<file path="src/rtl/qspi_read_seq.sv">
// qspi_read_seq: Quad-SPI 0xEB (Fast Read Quad I/O) read sequencer.
// Drives the spiss/spiss2/spiout/spiz0/spiz1 pin bundle and streams received
// bytes out with a one-cycle valid strobe, then holds a chip-select gap.
// Optional build macro: QSPI_XIP_EN (continuous-read mode, CMD skipped after
// the first completed transaction).
module qspi_read_seq #(
    parameter logic [7:0] CMD_BYTE  = 8'hEB,
    parameter int         DUMMY_CYC = 4,
    parameter int         CSH_CYC   = 2,
    parameter int         LEN_W     = 8
) (
    input  logic             spiclk,
    input  logic             rstn,
    input  logic             req,
    input  logic [23:0]      addr,
    input  logic [LEN_W-1:0] len,
    output logic             busy,
    output logic             rd_valid,
    output logic [7:0]       rd_data,
    output logic             done,
    output logic             spiss,
    output logic             spiss2,
    output logic [3:0]       spiout,
    input  logic [3:0]       spiin,
    output logic             spiz0,
    output logic             spiz1
);

`ifdef QSPI_XIP_EN
    localparam logic [7:0] MODE_BYTE = 8'hA0;
`else
    localparam logic [7:0] MODE_BYTE = 8'hFF;
`endif

    localparam logic [3:0] DUMMY_LAST = 4'(DUMMY_CYC - 1);
    localparam logic [3:0] CSH_LAST   = 4'(CSH_CYC - 1);

    typedef enum logic [3:0] {
        IDLE, PRE, CMD, ADDR, MODE, DUMMY, DATA, POST, GAP
    } state_t;

    state_t           state, state_d;
    logic [3:0]       cnt, cnt_d;       // cycle index within the current phase
    logic [LEN_W-1:0] bcnt, bcnt_d;     // bytes remaining minus one
    logic [23:0]      addr_q;
    logic [3:0]       hi_q;             // high nibble of the byte being received
    logic             xip_active;

    logic             busy_d, done_d, spiss_d, spiss2_d, spiz0_d, spiz1_d;
    logic [3:0]       spiout_d;
    logic [2:0]       bidx;

    // State, phase counter, byte counter and address latch
    always_ff @(posedge spiclk or negedge rstn) begin
        if (!rstn) begin
            state  <= IDLE;
            cnt    <= '0;
            bcnt   <= '0;
            addr_q <= '0;
        end else begin
            state <= state_d;
            cnt   <= cnt_d;
            bcnt  <= bcnt_d;
            if (state == IDLE && req)
                addr_q <= addr;
        end
    end

`ifdef QSPI_XIP_EN
    // Continuous-read mode becomes active once a full transaction has closed
    always_ff @(posedge spiclk or negedge rstn) begin
        if (!rstn)
            xip_active <= 1'b0;
        else if (state == POST)
            xip_active <= 1'b1;
    end
`else
    assign xip_active = 1'b0;
`endif

    // Next-state and phase counting
    always_comb begin
        state_d = state;
        cnt_d   = cnt + 4'd1;
        bcnt_d  = bcnt;
        unique case (state)
            IDLE: begin
                cnt_d = '0;
                if (req) begin
                    state_d = PRE;
                    bcnt_d  = len;
                end
            end
            PRE: begin
                cnt_d   = '0;
                state_d = xip_active ? ADDR : CMD;
            end
            CMD:   if (cnt == 4'd7) begin state_d = ADDR;  cnt_d = '0; end
            ADDR:  if (cnt == 4'd5) begin state_d = MODE;  cnt_d = '0; end
            MODE:  if (cnt == 4'd1) begin state_d = DUMMY; cnt_d = '0; end
            DUMMY: if (cnt == DUMMY_LAST) begin state_d = DATA; cnt_d = '0; end
            DATA: begin
                if (cnt[0]) begin
                    cnt_d = '0;
                    if (bcnt == '0) state_d = POST;
                    else            bcnt_d  = bcnt - 1'b1;
                end
            end
            POST: begin
                cnt_d   = '0;
                state_d = GAP;
            end
            GAP: if (cnt == CSH_LAST) begin state_d = IDLE; cnt_d = '0; end
            default: begin
                state_d = IDLE;
                cnt_d   = '0;
            end
        endcase
    end

    // Pin values for the upcoming cycle, decoded from the next state
    always_comb begin
        busy_d   = (state_d != IDLE);
        done_d   = (state == POST);
        spiss_d  = (state_d == CMD) || (state_d == ADDR) || (state_d == MODE) ||
                   (state_d == DUMMY) || (state_d == DATA);
        spiss2_d = (state_d != IDLE) && (state_d != GAP);
        spiz0_d  = 1'b1;
        spiz1_d  = 1'b1;
        spiout_d = 4'h0;
        bidx     = 3'd7 - cnt_d[2:0];
        unique case (state_d)
            CMD: begin
                spiz0_d     = 1'b0;
                spiout_d[0] = CMD_BYTE[bidx];
            end
            ADDR: begin
                spiz0_d = 1'b0;
                spiz1_d = 1'b0;
                unique case (cnt_d[2:0])
                    3'd0:    spiout_d = addr_q[23:20];
                    3'd1:    spiout_d = addr_q[19:16];
                    3'd2:    spiout_d = addr_q[15:12];
                    3'd3:    spiout_d = addr_q[11:8];
                    3'd4:    spiout_d = addr_q[7:4];
                    3'd5:    spiout_d = addr_q[3:0];
                    default: spiout_d = 4'h0;
                endcase
            end
            MODE: begin
                spiz0_d  = 1'b0;
                spiz1_d  = 1'b0;
                spiout_d = cnt_d[0] ? MODE_BYTE[3:0] : MODE_BYTE[7:4];
            end
            default: ;
        endcase
    end

    // Registered pin and status outputs
    always_ff @(posedge spiclk or negedge rstn) begin
        if (!rstn) begin
            busy   <= 1'b0;
            done   <= 1'b0;
            spiss  <= 1'b0;
            spiss2 <= 1'b0;
            spiout <= 4'h0;
            spiz0  <= 1'b1;
            spiz1  <= 1'b1;
        end else begin
            busy   <= busy_d;
            done   <= done_d;
            spiss  <= spiss_d;
            spiss2 <= spiss2_d;
            spiout <= spiout_d;
            spiz0  <= spiz0_d;
            spiz1  <= spiz1_d;
        end
    end

    // Capture input nibbles at the closing edge of each DATA cycle
    always_ff @(posedge spiclk or negedge rstn) begin
        if (!rstn) begin
            hi_q     <= 4'h0;
            rd_valid <= 1'b0;
            rd_data  <= 8'h00;
        end else begin
            rd_valid <= 1'b0;
            if (state == DATA) begin
                if (!cnt[0]) begin
                    hi_q <= spiin;
                end else begin
                    rd_valid <= 1'b1;
                    rd_data  <= {hi_q, spiin};
                end
            end
        end
    end

endmodule

</file>
<file path="config.mk">
export PLATFORM = sky130hd
export DESIGN_NAME = qspi_read_seq
export DESIGN_NICKNAME = d
export VERILOG_FILES = /design/src/rtl/qspi_read_seq.sv
export SDC_FILE = /design/constraint.sdc
export NUM_CORES = 1
export LEC_CHECK = 0
export BUFFER_PORTS_ARGS = -buffer_cell sky130_fd_sc_hd__buf_2
export CORE_ASPECT_RATIO = 1.25
export CORE_MARGIN = 1
export CORE_UTILIZATION = 55
export CTS_BUF_LIST = sky130_fd_sc_hd__clkbuf_16
export DETAILED_ROUTE_END_ITERATION = 6
export HOLD_SLACK_MARGIN = 0.02
export PLACE_DENSITY = 0.85
export SYNTH_ARGS = -nofsm -noshare
export SYNTH_HDL_FRONTEND = slang
export SYNTH_SLANG_ARGS = --single-unit
</file>
<file path="constraint.sdc">
create_clock -name spiclk -period 3.58 [get_ports spiclk]
set_clock_uncertainty 0.2 [all_clocks]
set_input_delay 1.074 -clock spiclk [delete_from_list [all_inputs] [get_ports spiclk]]
set_output_delay 1.074 -clock spiclk [all_outputs]
set_load 0.02 [all_outputs]
</file>
==> impl_metrics.toml <==
[pwr]
vdd_drop_max_mv = 0.554
p_leak_nw = 1.77
power_w = 0.00348
power.density_mw_per_mm2 = 925

[yosys]
synth_edf_count = 0
synth_fp_nets = 327
yosysTopAreaCellShare = 0.481
ys_ff_latch = 63
synth_warnings = 0
synth_top_cell_by_area = "dfrtp_1"
synthTopCellsByArea = "dfrtp_1 (48%), mux2_2 (8.5%), mux2_1 (4.3%), nand2_1 (3.0%), nor2_1 (1.8%)"
synth_ff_type = "dfrtp_1"
ys_seq_area_frac = 0.497
synth_cells = 284
synth_cell_types = 66
ys_async_sr_fraction = 1.00
synth_area_mm2 = 0.00317
syn_avg_cell_area_um2 = 11.2

[layout]
final_util = 0.687
area_growth_pct = 18.5
seqCellArea_mm2 = 0.00158
fill_cells = 392
multiInputGateArea_mm2 = 0.00148
diodes = 0
drive_above_1_share = 0.323
fin_nets = 389

[floorplan]
start_util = 0.579
die_w_um = 70.0
die_y_um = 86.9
dieArea_mm2 = 0.00608
io_pins = 58
core_mm2 = 0.00548
num_rows = 30

[global_routing]
first_global_vias = 2412
grt.overflow.total = 0
antenna_found_initial = 0
grt_usage = 0.236
grt_max_degree = 64
grt_pass1_wl_um = 11100

[critical_path]
regToRegSetupSlack_ps = 530
crit_fanout = 16
start_kind = "flip-flop"
endpoint_kind = "flip-flop"
reg2reg_depth = 7
cp_data_arrival_time_ps = 3050
r2r-start = "cnt[0]"
critical_path_class = "reg -> reg"
timing.rr.end = "spiout[1]"
required_ps = 3580

[timing]
period_share = 0.852
final.setup.worst_slack_ps = 531
maxSlewHeadroom = 0.488
maxSlewViolCount = 0
final-setup-viol-count = 0
hold_violations = 0
fmax_mhz = 328
setup_tns_ps = 0
layout_min_cycle_time_ps = 3050
worst_slew_pin_slew_ps = 762
rsz0062_at_grt = "no"

[drt]
antenna_left = 0
drt_wl_total_um = 6410
drc = 0
wl_per_cell_um = 15.5
avgViaCountPerCell = 5.77
drtPass1Iterations = 4
drt-initial-drc-count = 173
via_count = 2390

[placement]
gp_congestion = 0.901
dp_hpwl_um = 4520
place_ws_ps = 598
numPortBuffers = 57

[clocking]
cts_root_buf = "clkbuf_16"
cts_sinks = 63
cts_setup_buffers = 0
worst_skew_pair.late_latency_ps = 330
cts_buffer_depth = 2
postCtsHoldBufs = 0
htreeDepth = 3
clk_pin_slew_ps = 50
numCtsBuffers = 9
ctsResizeCount = 0
tritoncts = "built"

[status]
outcome = "completed"

[hold_path]
hold_path_startpoint = "addr_q[0]"
worst_hold_path_type = "reg -> reg"
worstHoldEndpoint = "addr_q[0]"
hold_depth = 1

[run]
maxCapViolCount = 0
-- critical path: stages (launching register included) --
cell and delay (ps):
dfrtp_1 660, ha_1 350, or4b_4 500, a41oi_2 310
a211o_2 210, nand2_2 110, and3_1 180, o41a_1 400
-- metal layers --
| metal | vias to the layer above | wire [um] | GRT usage |
|---|---|---|---|
| met5 | - | 0 | 0 |
| met4 | 0 | 130 | 0.118 |
| met3 | 16 | 267 | 0.0556 |
| met2 | 60 | 3300 | 0.394 |
| met1 | 1147 | 2710 | 0.289 |
| li1 | 1167 | - | - |
-- area by class of cell --
type / count / area share
clock buffer: 9 / 0.0599
inverter: 15 / 0.0150
timing repair buffer: 61 / 0.0838
multi-input combinational: 196 / 0.393
tap: 64 / 0.0213
clock inverter: 6 / 0.00765
sequential: 63 / 0.420
-- registers in the layout (all words and copies together) (netlist names) --
register	count
addr_q	24
bcnt	8
busy	1
cnt	4
done	1
hi_q	4
rd_data	8
rd_valid	1
spiout	4
spiss	1
spiss2	1
spiz0	1
spiz1	1
state	4
-- cells by family (layout without fill, tap and decap cells) --
| logic type | after synthesis | count (layout) | synth area share |
|---|---|---|---|
| muxes | 39 | 39 | 0.137 |
| xor gates and xnor gates | 4 | 4 | 0.0134 |
| AOI/OAI and AO/OA | 55 | 55 | 0.129 |
| DFF | 63 | 63 | 0.497 |
| adders and majority gates | 4 | 4 | 0.0158 |
| buffers and inverters | 25 | 91 | 0.0371 |
| and+or+nand+nor | 94 | 94 | 0.170 |
-- Yosys cell counts, types with 3 or more instances --
cell type	number
nor4_1	4
inv_1	14
nand2_1	25
a22oi_1	3
nor2_1	15
dfrtp_1	61
o21ai_0	11
nor3_1	8
a21o_1	3
o21ai_1	7
clkbuf_1	5
a221o_1	3
a21oi_1	7
mux2i_1	3
a211oi_1	3
nand4_1	4
nand3_1	5
mux2_1	12
ha_1	4
nand3b_1	4
o41a_1	3
and3_1	6
mux2_2	24
-- worst max path at each step --
stage | from | endpoint | depth (start not counted)
final | cnt[0] | spiout[1] | 7
after global routing | cnt[0] | spiout[1] | 7
after CTS | cnt[0] | spiout[1] | 7
after detailed placement | cnt[0] | spiout[1] | 7
after global placement | cnt[0] | spiout[1] | 7
after floorplan | cnt[0] | spiout[1] | 7
-- placed cells by master (no fill, tap or decap), types with 4 or more instances in the layout --
master	n
buf_4	4
dfrtp_1	61
nor4_1	4
nor2_1	15
nor3_1	8
nand4_1	4
and3_1	6
ha_1	4
o21ai_1	7
buf_2	57
nand3_1	5
nand2_1	25
a21oi_1	7
mux2_1	12
mux2_2	24
o21ai_0	11
inv_1	14
clkbuf_16	9
nand3b_1	4
-- power by group --
group | internal (W) | switching (W) | leakage (nW)
logic | 0.000648 | 0.000810 | 0.888
registers | 0.00104 | 0.000249 | 0.756
clock network | 0.000452 | 0.000278 | 0.124
-- metrics by stage --
stage,hold WS (ps),cell area [um2],instances
after CTS,292,3760,414
after floorplan,255,3170,284
after detailed placement,281,3510,399
after global placement,274,3510,399
after global routing,311,3760,414
final,293,3760,414
Note: power is estimated with default switching activity, not from simulation.
